$ cat src/rtl/datapath_seq_pkg.sv
// Shared types for datapath_seq: opcodes, FSM states, instruction layout.
package datapath_seq_pkg;

  localparam int unsigned INSTR_W = 25;
  localparam int unsigned OP_W    = 2;
  localparam int unsigned REG_W   = 5;
  localparam int unsigned IMM_W   = 8;

  localparam int unsigned OP_LSB  = 23;
  localparam int unsigned RD_LSB  = 18;
  localparam int unsigned RS1_LSB = 13;
  localparam int unsigned RS2_LSB = 8;
  localparam int unsigned IMM_LSB = 0;

  typedef enum logic [OP_W-1:0] {
    OP_HALT = 2'b00,
    OP_ADD  = 2'b01,
    OP_ADDI = 2'b10,
    OP_BNE  = 2'b11
  } op_e;

  typedef enum logic [1:0] {
    ST_IDLE = 2'b00,
    ST_EXEC = 2'b01,
    ST_WB   = 2'b10
  } state_e;

  typedef struct packed {
    op_e              op;
    logic [REG_W-1:0] rd;
    logic [REG_W-1:0] rs1;
    logic [REG_W-1:0] rs2;
    logic [IMM_W-1:0] imm;
  } instr_t;

endpackage

$ cat src/rtl/datapath_seq_if.sv
// Program-load, run-control and datapath-control bundle for datapath_seq.
interface datapath_seq_if #(
  parameter int unsigned DATA_WIDTH    = 32,
  parameter int unsigned ADDRESS_WIDTH = 5,
  parameter int unsigned PROG_DEPTH    = 8
) ();
  localparam int unsigned PC_W = (PROG_DEPTH > 1) ? $clog2(PROG_DEPTH) : 1;

  logic                     prog_we;
  logic [PC_W-1:0]          prog_addr;
  logic [24:0]              prog_wdata;
  logic                     start;
  logic                     busy;
  logic                     done;
  logic                     err;
  logic [PC_W-1:0]          pc;
  logic                     eq;
  logic [ADDRESS_WIDTH-1:0] rs1;
  logic [ADDRESS_WIDTH-1:0] rs2;
  logic [ADDRESS_WIDTH-1:0] rd;
  logic                     RegWrite;
  logic                     ALUsrc;
  logic                     ALUCtrl;
  logic [DATA_WIDTH-1:0]    ImmOp;

  modport master (
    output prog_we, prog_addr, prog_wdata, start, eq,
    input  busy, done, err, pc, rs1, rs2, rd, RegWrite, ALUsrc, ALUCtrl, ImmOp
  );

  modport slave (
    input  prog_we, prog_addr, prog_wdata, start, eq,
    output busy, done, err, pc, rs1, rs2, rd, RegWrite, ALUsrc, ALUCtrl, ImmOp
  );
endinterface

$ cat src/rtl/datapath_seq_prog_mem.sv
// seq_prog_mem: program buffer, async reset to HALT, one write port, one combinational read port.
module seq_prog_mem #(
  parameter int unsigned DEPTH = 8,
  parameter int unsigned WIDTH = 25
) (
  input  logic                     clk,
  input  logic                     rst_n,
  input  logic                     i_we,
  input  logic [$clog2(DEPTH)-1:0] i_waddr,
  input  logic [WIDTH-1:0]         i_wdata,
  input  logic [$clog2(DEPTH)-1:0] i_raddr,
  output logic [WIDTH-1:0]         o_rdata
);
  logic [WIDTH-1:0] r_mem [DEPTH];

  // Storage: cleared on reset, written on the clock edge when enabled.
  always_ff @(posedge clk or negedge rst_n) begin
    if (!rst_n) begin
      for (int i = 0; i < int'(DEPTH); i++) r_mem[i] <= '0;
    end else if (i_we) begin
      r_mem[i_waddr] <= i_wdata;
    end
  end

  assign o_rdata = r_mem[i_raddr];
endmodule

$ cat src/rtl/datapath_seq.sv
// datapath_seq: tiny program sequencer driving register-file/ALU controls.
// Optional feature: define DATAPATH_SEQ_STEP_LIMIT_EN to abort runs after STEP_LIMIT EXEC cycles.
module datapath_seq
  import datapath_seq_pkg::*;
#(
  parameter int unsigned DATA_WIDTH    = 32,
  parameter int unsigned ADDRESS_WIDTH = 5,
  parameter int unsigned PROG_DEPTH    = 8,
  parameter int unsigned STEP_LIMIT    = 255
) (
  input  logic          clk,
  input  logic          rst_n,
  datapath_seq_if.slave bus
);
  localparam int unsigned PC_W = (PROG_DEPTH > 1) ? $clog2(PROG_DEPTH) : 1;

  state_e                   r_state;
  op_e                      r_op;
  logic [PC_W-1:0]          r_pc;
  logic                     r_busy;
  logic                     r_done;
  logic                     r_err;
  logic                     r_regwrite;
  logic                     r_alusrc;
  logic [ADDRESS_WIDTH-1:0] r_rs1;
  logic [ADDRESS_WIDTH-1:0] r_rs2;
  logic [ADDRESS_WIDTH-1:0] r_rd;
  logic [DATA_WIDTH-1:0]    r_immop;

  logic                     w_prog_we;
  logic [INSTR_W-1:0]       w_mem_rdata;
  instr_t                   w_fetch;
  logic [DATA_WIDTH-1:0]    w_fetch_imm;
  logic [PC_W-1:0]          w_next_pc;
  logic                     w_step_abort;

  // Program writes only land while the sequencer is idle.
  assign w_prog_we = bus.prog_we & ~r_busy;

  seq_prog_mem #(
    .DEPTH (PROG_DEPTH),
    .WIDTH (INSTR_W)
  ) u_prog_mem (
    .clk     (clk),
    .rst_n   (rst_n),
    .i_we    (w_prog_we),
    .i_waddr (bus.prog_addr),
    .i_wdata (bus.prog_wdata),
    .i_raddr (w_next_pc),
    .o_rdata (w_mem_rdata)
  );

  // Next pc; the branch offset is the low bits of the registered sign-extended immediate.
  always_comb begin
    w_next_pc = r_pc;
    case (r_state)
      ST_IDLE: w_next_pc = '0;
      ST_EXEC: if (r_op == OP_BNE) w_next_pc = bus.eq ? r_pc + PC_W'(1) : r_pc + PC_W'(r_immop);
      ST_WB:   w_next_pc = r_pc + PC_W'(1);
      default: w_next_pc = r_pc;
    endcase
  end

  // Fetch the word at the next pc, forwarding a same-cycle idle write so start+write runs it.
  always_comb begin
    w_fetch = instr_t'(w_mem_rdata);
    if (w_prog_we && (bus.prog_addr == w_next_pc)) w_fetch = instr_t'(bus.prog_wdata);
    w_fetch_imm = DATA_WIDTH'(signed'(w_fetch.imm));
  end

`ifdef DATAPATH_SEQ_STEP_LIMIT_EN
  localparam int unsigned STEP_W = $clog2(STEP_LIMIT + 1);
  logic [STEP_W-1:0] r_steps;

  // Count EXEC cycles of the current run.
  always_ff @(posedge clk or negedge rst_n) begin
    if (!rst_n) begin
      r_steps <= '0;
    end else if (r_state == ST_IDLE) begin
      r_steps <= '0;
    end else if (r_state == ST_EXEC) begin
      r_steps <= r_steps + STEP_W'(1);
    end
  end

  assign w_step_abort = (r_state == ST_EXEC) && (r_op != OP_HALT) &&
                        (r_steps == STEP_W'(STEP_LIMIT - 1));
`else
  assign w_step_abort = 1'b0;
`endif

  // Sequencer FSM with all control outputs registered.
  always_ff @(posedge clk or negedge rst_n) begin
    if (!rst_n) begin
      r_state    <= ST_IDLE;
      r_op       <= OP_HALT;
      r_pc       <= '0;
      r_busy     <= 1'b0;
      r_done     <= 1'b0;
      r_err      <= 1'b0;
      r_regwrite <= 1'b0;
      r_alusrc   <= 1'b0;
      r_rs1      <= '0;
      r_rs2      <= '0;
      r_rd       <= '0;
      r_immop    <= '0;
    end else begin
      r_done <= 1'b0;
      r_err  <= 1'b0;
      case (r_state)
        ST_IDLE: begin
          if (bus.start) begin
            r_state  <= ST_EXEC;
            r_busy   <= 1'b1;
            r_pc     <= w_next_pc;
            r_op     <= w_fetch.op;
            r_rs1    <= ADDRESS_WIDTH'(w_fetch.rs1);
            r_rs2    <= ADDRESS_WIDTH'(w_fetch.rs2);
            r_rd     <= ADDRESS_WIDTH'(w_fetch.rd);
            r_immop  <= w_fetch_imm;
            r_alusrc <= (w_fetch.op == OP_ADDI);
          end
        end
        ST_EXEC: begin
          if (w_step_abort || (r_op == OP_HALT)) begin
            r_state    <= ST_IDLE;
            r_busy     <= 1'b0;
            r_done     <= 1'b1;
            r_err      <= w_step_abort;
            r_regwrite <= 1'b0;
            r_alusrc   <= 1'b0;
            r_rs1      <= '0;
            r_rs2      <= '0;
            r_rd       <= '0;
            r_immop    <= '0;
          end else if (r_op == OP_BNE) begin
            r_pc     <= w_next_pc;
            r_op     <= w_fetch.op;
            r_rs1    <= ADDRESS_WIDTH'(w_fetch.rs1);
            r_rs2    <= ADDRESS_WIDTH'(w_fetch.rs2);
            r_rd     <= ADDRESS_WIDTH'(w_fetch.rd);
            r_immop  <= w_fetch_imm;
            r_alusrc <= (w_fetch.op == OP_ADDI);
          end else begin
            r_state    <= ST_WB;
            r_regwrite <= 1'b1;
          end
        end
        ST_WB: begin
          r_state    <= ST_EXEC;
          r_regwrite <= 1'b0;
          r_pc       <= w_next_pc;
          r_op       <= w_fetch.op;
          r_rs1      <= ADDRESS_WIDTH'(w_fetch.rs1);
          r_rs2      <= ADDRESS_WIDTH'(w_fetch.rs2);
          r_rd       <= ADDRESS_WIDTH'(w_fetch.rd);
          r_immop    <= w_fetch_imm;
          r_alusrc   <= (w_fetch.op == OP_ADDI);
        end
        default: r_state <= ST_IDLE;
      endcase
    end
  end

  assign bus.busy     = r_busy;
  assign bus.done     = r_done;
  assign bus.err      = r_err;
  assign bus.pc       = r_pc;
  assign bus.rs1      = r_rs1;
  assign bus.rs2      = r_rs2;
  assign bus.rd       = r_rd;
  assign bus.RegWrite = r_regwrite;
  assign bus.ALUsrc   = r_alusrc;
  assign bus.ALUCtrl  = 1'b0;
  assign bus.ImmOp    = r_immop;
endmodule
$ cat src/flat_wrapper.sv
// flat-port wrapper written by rule: the top's interface ports become plain ports
module datapath_seq_flat import datapath_seq_pkg::*;
#(
  parameter int unsigned DATA_WIDTH    = 32,
  parameter int unsigned ADDRESS_WIDTH = 5,
  parameter int unsigned PROG_DEPTH    = 8,
  parameter int unsigned STEP_LIMIT    = 255
)
  (clk, rst_n, bus_prog_we, bus_prog_addr, bus_prog_wdata, bus_start, bus_eq, bus_busy, bus_done, bus_err, bus_pc, bus_rs1, bus_rs2, bus_rd, bus_RegWrite, bus_ALUsrc, bus_ALUCtrl, bus_ImmOp);
  datapath_seq_if #(.DATA_WIDTH(DATA_WIDTH), .ADDRESS_WIDTH(ADDRESS_WIDTH), .PROG_DEPTH(PROG_DEPTH)) bus_i ();
  input  logic clk;
  input  logic rst_n;
  input wire logic [$bits(bus_i.prog_we)-1:0] bus_prog_we;
  input wire logic [$bits(bus_i.prog_addr)-1:0] bus_prog_addr;
  input wire logic [$bits(bus_i.prog_wdata)-1:0] bus_prog_wdata;
  input wire logic [$bits(bus_i.start)-1:0] bus_start;
  input wire logic [$bits(bus_i.eq)-1:0] bus_eq;
  output wire logic [$bits(bus_i.busy)-1:0] bus_busy;
  output wire logic [$bits(bus_i.done)-1:0] bus_done;
  output wire logic [$bits(bus_i.err)-1:0] bus_err;
  output wire logic [$bits(bus_i.pc)-1:0] bus_pc;
  output wire logic [$bits(bus_i.rs1)-1:0] bus_rs1;
  output wire logic [$bits(bus_i.rs2)-1:0] bus_rs2;
  output wire logic [$bits(bus_i.rd)-1:0] bus_rd;
  output wire logic [$bits(bus_i.RegWrite)-1:0] bus_RegWrite;
  output wire logic [$bits(bus_i.ALUsrc)-1:0] bus_ALUsrc;
  output wire logic [$bits(bus_i.ALUCtrl)-1:0] bus_ALUCtrl;
  output wire logic [$bits(bus_i.ImmOp)-1:0] bus_ImmOp;
  assign bus_i.prog_we = bus_prog_we;
  assign bus_i.prog_addr = bus_prog_addr;
  assign bus_i.prog_wdata = bus_prog_wdata;
  assign bus_i.start = bus_start;
  assign bus_i.eq = bus_eq;
  assign bus_busy = bus_i.busy;
  assign bus_done = bus_i.done;
  assign bus_err = bus_i.err;
  assign bus_pc = bus_i.pc;
  assign bus_rs1 = bus_i.rs1;
  assign bus_rs2 = bus_i.rs2;
  assign bus_rd = bus_i.rd;
  assign bus_RegWrite = bus_i.RegWrite;
  assign bus_ALUsrc = bus_i.ALUsrc;
  assign bus_ALUCtrl = bus_i.ALUCtrl;
  assign bus_ImmOp = bus_i.ImmOp;
  datapath_seq #(.DATA_WIDTH(DATA_WIDTH), .ADDRESS_WIDTH(ADDRESS_WIDTH), .PROG_DEPTH(PROG_DEPTH), .STEP_LIMIT(STEP_LIMIT)) u_core (.clk(clk), .rst_n(rst_n), .bus(bus_i));
endmodule
$ cat config.mk
export PLATFORM = sky130hd
export DESIGN_NAME = datapath_seq_flat
export DESIGN_NICKNAME = d
export VERILOG_FILES = /design/src/rtl/datapath_seq_pkg.sv /design/src/rtl/datapath_seq_if.sv /design/src/rtl/datapath_seq_prog_mem.sv /design/src/rtl/datapath_seq.sv /design/src/flat_wrapper.sv
export SDC_FILE = /design/constraint.sdc
export NUM_CORES = 1
export LEC_CHECK = 0
export CORE_MARGIN = 3
export CORE_UTILIZATION = 46
export DETAILED_ROUTE_END_ITERATION = 8
export GPL_ROUTABILITY_DRIVEN = 0
export PLACE_DENSITY = 0.65
export SETUP_SLACK_MARGIN = 0.3
export SLEW_MARGIN = 30
export SYNTH_ARGS = -nofsm -noshare
export SYNTH_HDL_FRONTEND = slang
export SYNTH_SLANG_ARGS = --single-unit
$ cat constraint.sdc
create_clock -name clk -period 8.79 [get_ports clk]
set_input_delay 0.879 -clock clk [delete_from_list [all_inputs] [get_ports clk]]
set_output_delay 0.879 -clock clk [all_outputs]
set_load 0.005 [all_outputs]
==> results of run 1 <==
[area by class of cell]
| class | count | area share, % |
|---|---|---|
| flip-flops and latches | 234 | 43.86 |
| inverters | 14 | 0.3936 |
| well taps | 324 | 3.037 |
| clock inverters | 4 | 0.7123 |
| clock buffers | 38 | 5.670 |
| multi-input cells | 689 | 38.54 |
| repair buffers | 105 | 7.788 |
[sequential cells by signal, indices dropped and copies added, names as in the netlist, 2 cells and up]
name                     flops
u_core.u_prog_mem.r_mem    200
u_core.bus.ImmOp             8
u_core.bus.rd                5
u_core.bus.rs1               5
u_core.bus.rs2               5
u_core.bus.pc                3
u_core.r_op                  2
u_core.r_state               2
[path summary, 6_finish.rpt]
| path | from | depth (start not counted) | to | slack [ns] |
|---|---|---|---|---|
| worst max register to register | u_core.bus.pc[0] | 11 | u_core.bus.rs2[4] | 4.54 |
| min in group clk | u_core.u_prog_mem.r_mem[14] | 1 | u_core.u_prog_mem.r_mem[14] | 0.50 |
| worst min register to register | u_core.u_prog_mem.r_mem[14] | 1 | u_core.u_prog_mem.r_mem[14] | 0.50 |
| worst min-delay path | rst_n | 1 | u_core.bus.busy | 0.33 |
| worst max-delay path | u_core.bus.pc[0] | 11 | u_core.bus.rs2[4] | 4.54 |
| max in group asynchronous | rst_n | 2 | u_core.u_prog_mem.r_mem[58] | 7.30 |
[through the flow]
| stage | hold WS [ns] | setup WS [ns] | std cells | cell area [sq um] | power [mW] |
|---|---|---|---|---|---|
| CTS | 0.3610 | 4.589 | 1408 | 13350 | 4.615 |
| global placement | 0.4815 | 4.101 | 1365 | 12460 | 3.444 |
| finish | 0.3285 | 4.541 | 1408 | 13350 | 4.589 |
| floorplan | 0.4575 | 5.893 | 1046 | 11570 | 2.996 |
| global route | 0.3830 | 4.297 | 1408 | 13350 | 4.881 |
| detailed placement | 0.4863 | 4.295 | 1366 | 12490 | 3.499 |
[routing by layer]
layer / GRT usage, % / routed length (microns) / up-vias
li1: - / - / 3859
met1: 32.58 / 13700 / 4283
met2: 34.77 / 13720 / 288
met3: 2.659 / 1921 / 53
met4: 5.681 / 630 / 0
met5: 0 / 0 / -
[where the power goes]
| group | total, mW | leakage, nW | switching (mW) | internal, mW |
|---|---|---|---|---|
| clock network | 1.10 | 0.416 | 0.420 | 0.676 |
| logic | 1.59 | 2.24 | 0.770 | 0.818 |
| registers | 1.91 | 2.94 | 0.304 | 1.60 |
| total | 4.59 | 5.60 | 1.49 | 3.10 |
[synthesized netlist by cell type, types with 4 or more instances]
cell / instances
dfrtp_1: 234
mux2_2: 195
o21ai_0: 114
nand3_1: 104
a21oi_1: 100
clkbuf_1: 60
buf_4: 30
nor4_1: 25
a22oi_1: 23
o21ai_2: 21
nand2_1: 17
buf_2: 15
inv_1: 14
ha_1: 7
nor2_1: 7
nand3b_1: 5
nor2b_1: 5
a311oi_1: 4
and3_1: 4
and4_1: 4
or3_1: 4
[cell families after synthesis]
| family | Yosys count | share of synthesized area [%] |
|---|---|---|
| AO/OA/AOI/OAI | 286 | 14.51 |
| flip-flops | 234 | 50.61 |
| multiplexers | 197 | 19.15 |
| AND/OR/NAND/NOR | 194 | 9.344 |
| buffers and inverters | 123 | 5.267 |
| adder cells (fa/ha/maj) | 8 | 0.9300 |
| XOR/XNOR | 2 | 0.1514 |
| other | 1 | 0.03241 |
[worst max-delay path, delay by kind of cell (launching register included)]
kind                       cells  cell delay [ns]
adders and majority gates      2             0.56
buffers and inverters          2             0.66
and+or+nand+nor                3             1.37
DFF                            1             0.44
xor gates and xnor gates       1             0.18
AOI/OAI and AO/OA              3             0.83
==> key figures, run 1 <==
STA
  • Final Cycle Share: roughly half
  • Layout Skew: 0.01268 ns
  • Pins Over Slew Limit: 0
  • Slew @ Worst Pin: 1.015 ns
  • Setup Viol. Count Final: 0
  • Final Hold Viols: 0
  • Max Freq: 235.3 MHz
  • Fin Setup TNS: 0 ns
  • RSZ-0062 raised after global routing: false
  • Minimum clock period: 4.249 ns
  • Max_slew headroom: 32.28%

Critical path
  • Crit-path max cell delay: 0.70 ns
  • Crit path kind: reg2reg
  • Worst Setup Start Kind: flop
  • Nature of the critical path endpoint: flop
  • Slowest stage cell, crit path: nand2_2
  • Critical Path AT: roughly 4.6 ns
  • Worst EP required: 9.14 ns
  • Most frequent CP cell: or3_4
  • Max FO, Critical Path: 100
  • Crit path cell chain: ha_1 > inv_1 > fa_1 > xnor2_1 > a32oi_2 > or3_4 > buf_6 > a21oi_1 > or3_4 > nand2_2 > o21ai_0

Global route
  • Largest net degree at the start of global routing: between 100 and 150
  • Antenna violations before repair: 0
  • Total global-route track usage: 22.08%
  • Number of global-route vias before repair: 8593
  • First-pass GRT wire length: between 40 and 50 mm
  • Grt total ovfl: 0

Place
  • Hpwl dp: 16.09 mm
  • Port bufs: between 80 and 90

Clocking
  • CTS tree: done
  • Clock Sinks: 234
  • Clock tree buffer depth: 3
  • CTS resizes: 0
  • Post-CTS Setup Bufs: 0
  • Skew-Pair Late Insertion Delay: roughly 0.52 ns
  • Cts hold-fix bufs: 0
  • H-Tree Depth: 1
  • Inserted Clock Buffers: 26
  • Clk slew on worst S/H paths: 0.06 ns
  • Root Driver: clkbuf_16

Cells and area
  • Most frequent cells in the layout: dfrtp_1, mux2_2, o21ai_0
  • Reg area: ~5900 sq um
  • Commonest non-fill, non-tap cell in the layout: dfrtp_1
  • Share of cells above drive strength 1: 26.48%
  • Area of the multi-input gates: 5145 sq um
  • Fillers: 2148
  • Final core occ: 54.42%
  • Layout area overhead: 15.39%
  • # diodes: 0
  • Nets: 1111

Routing
  • Routed wire per std cell: 21.28 microns
  • DR iter-0 viols: 866
  • Vias per inst: 6.025
  • Routed Antenna Nets: 0
  • Vias: 8483
  • DRC: 0
  • DR pass1 iterations: 5
  • Drt total wl: 29.97 mm

Run
  • MaxCap Viol Count: 0

Synth
  • Ys async rst share: 100.0%
  • Proportion of netlist area held by the largest area contributor: 50.61%
  • Synth top area cells: dfrtp_1, mux2_2, o21ai_0
  • Avg Cell Area, Syn: around 11 sq um
  • Top FF cell, synth: dfrtp_1
  • Synth unique cells: 59
  • Dominant cell type by area after synthesis: dfrtp_1
  • Cells after Synth: 1045
  • Post-synth EDFFs: 0
  • Seq cells post-synth: around 230
  • Yosys warnings: 0
  • Synthesized area: 11570 sq um
  • Seq/Total Area, Yosys: roughly 50%

Die
  • Initial Utilization: between 40% and 50%
  • Die Height: 164.6 microns
  • Die Wd: 164.6 microns
  • Core Region: 24530 sq um
  • Cell Rows: between 50 and 60
  • Area of the die: 27090 sq um
  • IO Pins: 89

Worst hold path
  • Hold crit path type: in2async

Run status
  • Status: completed

Power
  • Max IR drop VDD: 0.1505 mV
  • Pwr Density: between 300 and 400 nW/um^2
  • Static leakage: 5.600 nW
(Power assumes the default switching activity.)
==> run 2: changes to the inputs <==
PLACE_DENSITY = 0.68   (was 0.65)
clock period = 3.86 ns   (was 8.79 ns; I/O delays follow)
==> key figures, run 2 (synthesis results as in run 1) <==
Run status
  • Status: completed

Clocking
  • H-Tree Depth: 1
  • CTS resizes: 0
  • Post-CTS Setup Bufs: 0
  • Cts hold-fix bufs: 1
  • Root Driver: clkbuf_16
  • Inserted Clock Buffers: 25
  • CTS tree: done
  • Skew-Pair Late Insertion Delay: 0.53 ns
  • Clk slew on worst S/H paths: 0.06 ns
  • Clock Sinks: 234
  • Clock tree buffer depth: 3

Global route
  • Grt total ovfl: 0
  • Number of global-route vias before repair: 8610
  • Largest net degree at the start of global routing: approximately 110
  • Antenna violations before repair: 0
  • First-pass GRT wire length: 48.73 mm
  • Total global-route track usage: 22.64%

Critical path
  • Worst Setup Start Kind: flop
  • Crit path kind: reg2reg
  • Buf/Inv on CP: 2
  • Worst EP required: 4.27 ns
  • Crit path cell chain: ha_1 > inv_1 > fa_1 > xnor2_1 > a32oi_2 > or3_4 > and3_4 > or3_4 > nand2_2 > buf_4 > o21ai_2
  • Most frequent CP cell: or3_4
  • Slowest stage cell, crit path: dfrtp_1
  • Crit path max-delay family: simple AND/OR/NAND/NOR gates
  • Crit-path max cell delay: 0.44 ns
  • Nature of the critical path endpoint: flop
  • Max FO, Critical Path: 9
  • Critical Path AT: around 3.7 ns

Power
  • Switching share of total power: 33.46%
  • Comb pwr share: 35.8%
  • Flop pwr share: 41.8%
  • Pwr Total: between 10 and 15 mW
  • Pwr Density: 777.6 nW/um^2
  • Clock network power share: 22.5%
  • Max IR drop VDD: 0.4346 mV
  • Static leakage: ~5.6 nW
  • Int Pwr: 6.931 mW
  • NetSw: 3.486 mW

Cells and area
  • Post-route cell area: about 13000 sq um
  • Most frequent cells in the layout: dfrtp_1, mux2_2, o21ai_0
  • Share of cells above drive strength 1: a little over a quarter
  • # diodes: 0
  • Max FFs per register: 200
  • Commonest non-fill, non-tap cell in the layout: dfrtp_1
  • Layout area overhead: 15.79%
  • Final core occ: 54.61%
  • Non-filler cells, final: 1418
  • Most flops, register: u_core.u_prog_mem.r_mem
  • Nets: roughly 1100

Die
  • Cell Rows: 57
  • Initial Utilization: 47.16%
  • Die Wd: approximately 160 microns
  • Area of the die: around 27000 sq um
  • Core Region: 24530 sq um
  • IO Pins: 89
  • Die Height: 164.6 microns

Routing
  • Vias per inst: 6.135
  • Vias: 8699
  • DRC: 0
  • DR iter-0 viols: 876
  • Routed wire per std cell: 21.88 microns
  • Routed Antenna Nets: 0
  • Drt total wl: 31.03 mm
  • DR pass1 iterations: 7

Run
  • MaxCap Viol Count: 0

STA
  • Slew @ Worst Pin: 0.9295 ns
  • Worst Setup Slack, final: between 0.6 and 0.7 ns
  • Layout Skew: around 0.016 ns
  • Setup Viol. Count Final: 0
  • Fin Setup TNS: 0 ns
  • Final Hold Viols: 0
  • Minimum clock period: 3.250 ns
  • Final Cycle Share: roughly 84%
  • Min Hold Slack: approximately 0.50 ns
  • Pins Over Slew Limit: 0
  • Max_slew headroom: 37.86%
  • RSZ-0062 raised after global routing: false
  • Max Freq: 307.7 MHz

Place
  • Port bufs: 86
  • Hpwl dp: 16.81 mm
  • Placed cell count: approximately 1400
  • Placed Area: 12600 sq um
  • Worst slack at placement: approximately 0.64 ns

Worst hold path
  • Hold crit path type: reg2reg
## run 2: power groups by stage
stage	Combinational [mW]	Sequential (mW)	Clock, mW
after floorplan	2.70	4.13	0
after global placement	3.64	4.31	0
after detailed placement	3.73	4.37	0
after CTS	3.74	4.33	2.39
after global routing	4.08	4.49	2.47
final	3.73	4.35	2.34
## run 2: cell type report
cell class              count  area (sq um)
flip-flops and latches    234          5856
well taps                 324         405.4
clock buffers              37         720.7
repair buffers            113          1159
fillers                  2137         11140
clock inverters             7         68.82
inverters                  14         52.55
multi-input cells         689          5135
## run 2: final timing paths
kind | from | to | slack (ns) | cells after the start
worst max register to register | u_core.bus.pc[0] | u_core.bus.rs1[0] | 0.61 | 11
worst max-delay path | u_core.bus.pc[0] | u_core.bus.rs1[0] | 0.61 | 11
min in group asynchronous | rst_n | u_core.bus.done | 0.54 | 2
worst min-delay path | u_core.u_prog_mem.r_mem[53] | u_core.u_prog_mem.r_mem[53] | 0.50 | 1
max in group asynchronous | rst_n | u_core.u_prog_mem.r_mem[10] | 2.39 | 3
worst min register to register | u_core.u_prog_mem.r_mem[53] | u_core.u_prog_mem.r_mem[53] | 0.50 | 1
## run 2: routing by layer
metal,vias to the layer above,routed length [microns],GRT usage (%)
met3,49,1931,3.737
li1,3886,-,-
met1,4461,14120,32.32
met4,0,549,5.833
met2,303,14420,36.15
met5,-,0,0
## run 2: worst reg2reg max path, stage by stage, from the launching register on
cell and delay (ns):
dfrtp_1 0.44, ha_1 0.18, inv_1 0.04, fa_1 0.37, xnor2_1 0.25, a32oi_2 0.21
or3_4 0.38, and3_4 0.19, or3_4 0.40, nand2_2 0.30, buf_4 0.28, o21ai_2 0.09
==> run 3: changes to the inputs <==
PLACE_DENSITY = 0.65   (was 0.68)
clock period = 3.3 ns   (was 3.86 ns; I/O delays follow)
==> key figures, run 3 (synthesis results as in run 1) <==
Critical path
  • Nature of the critical path endpoint: flop
  • Max FO, Critical Path: 11
  • Critical Path AT: 3.25 ns
  • Worst EP required: 3.69 ns
  • Worst Setup Start Kind: flop
  • Crit path kind: reg2reg
  • R2R Setup Slk: approximately 0.45 ns

Clocking
  • Root Driver: clkbuf_16
  • Post-CTS Setup Bufs: 0
  • Inserted Clock Buffers: 25
  • Clock tree buffer depth: 3
  • Clock Sinks: approximately 230
  • H-Tree Depth: 1
  • Skew-Pair Late Insertion Delay: 0.52 ns
  • Clk slew on worst S/H paths: around 0.060 ns
  • CTS tree: done

Worst hold path
  • Hold crit path type: in2async

Routing
  • Vias per inst: 6.011
  • DRC: 0
  • DR iter-0 viols: 739
  • Routed Antenna Nets: 0
  • Vias: 8553
  • DR pass1 iterations: 6
  • Drt total wl: 31.07 mm
  • Routed wire per std cell: 21.83 microns

Global route
  • First-pass GRT wire length: 49.20 mm
  • Number of global-route vias before repair: 8543
  • Largest net degree at the start of global routing: 101
  • Antenna violations before repair: 0
  • Total global-route track usage: 22.91%
  • Grt total ovfl: 0

STA
  • Layout Skew: 0.009628 ns
  • Setup Viol. Count Final: 0
  • Minimum clock period: 2.854 ns
  • Max Freq: 350.4 MHz
  • Pins Over Slew Limit: 0
  • Max_slew headroom: 35.42%
  • Final Hold Viols: 0
  • Final Cycle Share: 86.49%
  • RSZ-0062 raised after global routing: true
  • Slew @ Worst Pin: 0.9675 ns
  • Fin Setup TNS: 0 ns

Cells and area
  • Most frequent cells in the layout: dfrtp_1, mux2_2, o21ai_0
  • Most flops, register: u_core.u_prog_mem.r_mem
  • Commonest non-fill, non-tap cell in the layout: dfrtp_1
  • Max FFs per register: 200
  • Share of cells above drive strength 1: 28.30%
  • Nets: between 1000 and 1500
  • # diodes: 0
  • Layout area overhead: 16.83%

Power
  • Pwr Density: ~910 nW/um^2
  • Pwr Total: between 10 and 15 mW
  • Static leakage: 5.677 nW
  • Max IR drop VDD: 0.4435 mV

Die
  • IO Pins: 89
  • Area of the die: between 20000 and 30000 sq um
  • Initial Utilization: 47.16%
  • Cell Rows: 57
  • Core Region: 24530 sq um
  • Die Wd: 164.6 microns
  • Die Height: between 150 and 200 microns

Place
  • Hpwl dp: around 17 mm
  • Port bufs: 86

Run status
  • Status: completed

Run
  • MaxCap Viol Count: 0
==> run 3: changes by cell type in the layout (fill, tap and decap cells not counted), moves of 2 or more <==
cell      change
nor4_1        -6
nor4_2        +6
buf_12        +2
buf_6         +2
buf_4         +2
clkbuf_8      -2
==> run 3: area by class of cell <==
class	count	area, sq um
fillers	2163	11020
flip-flops and latches	234	5856
multi-input cells	689	5199
repair buffers	119	1236
clock buffers	35	693.2
well taps	324	405.4
clock inverters	8	75.07
inverters	14	52.55
==> run 3: timing repair <==
action | in CTS | in global routing
endpoints found under the hold margin | 97 | 0
endpoints found under the setup margin | 0 | 25
resized for setup | 0 | 13
hold buffers | 1 | 0
==> run 3: power by group <==
group	switching [mW]	internal, mW	total (mW)
clock	1.14	1.54	2.68
combinational	2.16	2.36	4.52
sequential	0.802	4.26	5.06
total	4.10	8.16	12.3
==> run 3: per-layer routing <==
metal  GRT usage, %  share of wire [%]
met1          33.83                 47
met4          3.851                1.5
met2          36.88                 47
met3          2.985                4.4
met5              0                  0
==> run 3: final timing paths <==
| kind | end | start | cells past startpoint |
|---|---|---|---|
| max in group asynchronous | u_core.u_prog_mem.r_mem[108] | rst_n | 3 |
| hold / removal | u_core.r_state[0] | rst_n | 2 |
| hold reg to reg | u_core.u_prog_mem.r_mem[78] | u_core.u_prog_mem.r_mem[78] | 1 |
| setup / recovery | u_core.bus.rs1[4] | u_core.bus.ImmOp[0] | 10 |
| setup reg to reg | u_core.bus.rs1[4] | u_core.bus.ImmOp[0] | 10 |
| min in group clk | u_core.bus.busy | bus_start | 3 |
==> run 3: critical path: stages (launching register included) <==
cell and delay (ns):
dfrtp_1 0.39, ha_1 0.20, inv_1 0.06, fa_1 0.41
or3_1 0.39, a31oi_1 0.26, o221ai_2 0.19, or3_4 0.40
nand2_2 0.12, buf_6 0.20, o21ai_0 0.11
==> run 3: stage by stage <==
stage	instance area, sq um	utilization [%]	instances	setup WS, ns	hold slack [ns]
floorplan	11570	-	1046	0.4033	0.03441
global placement	12680	51.67	1379	0.3699	0.4231
detailed placement	12680	51.67	1379	0.3256	0.4177
CTS	13460	54.85	1423	0.3074	0.4634
global route	13520	55.09	1423	0.2701	0.4891
finish	13520	55.09	1423	0.4460	0.4163
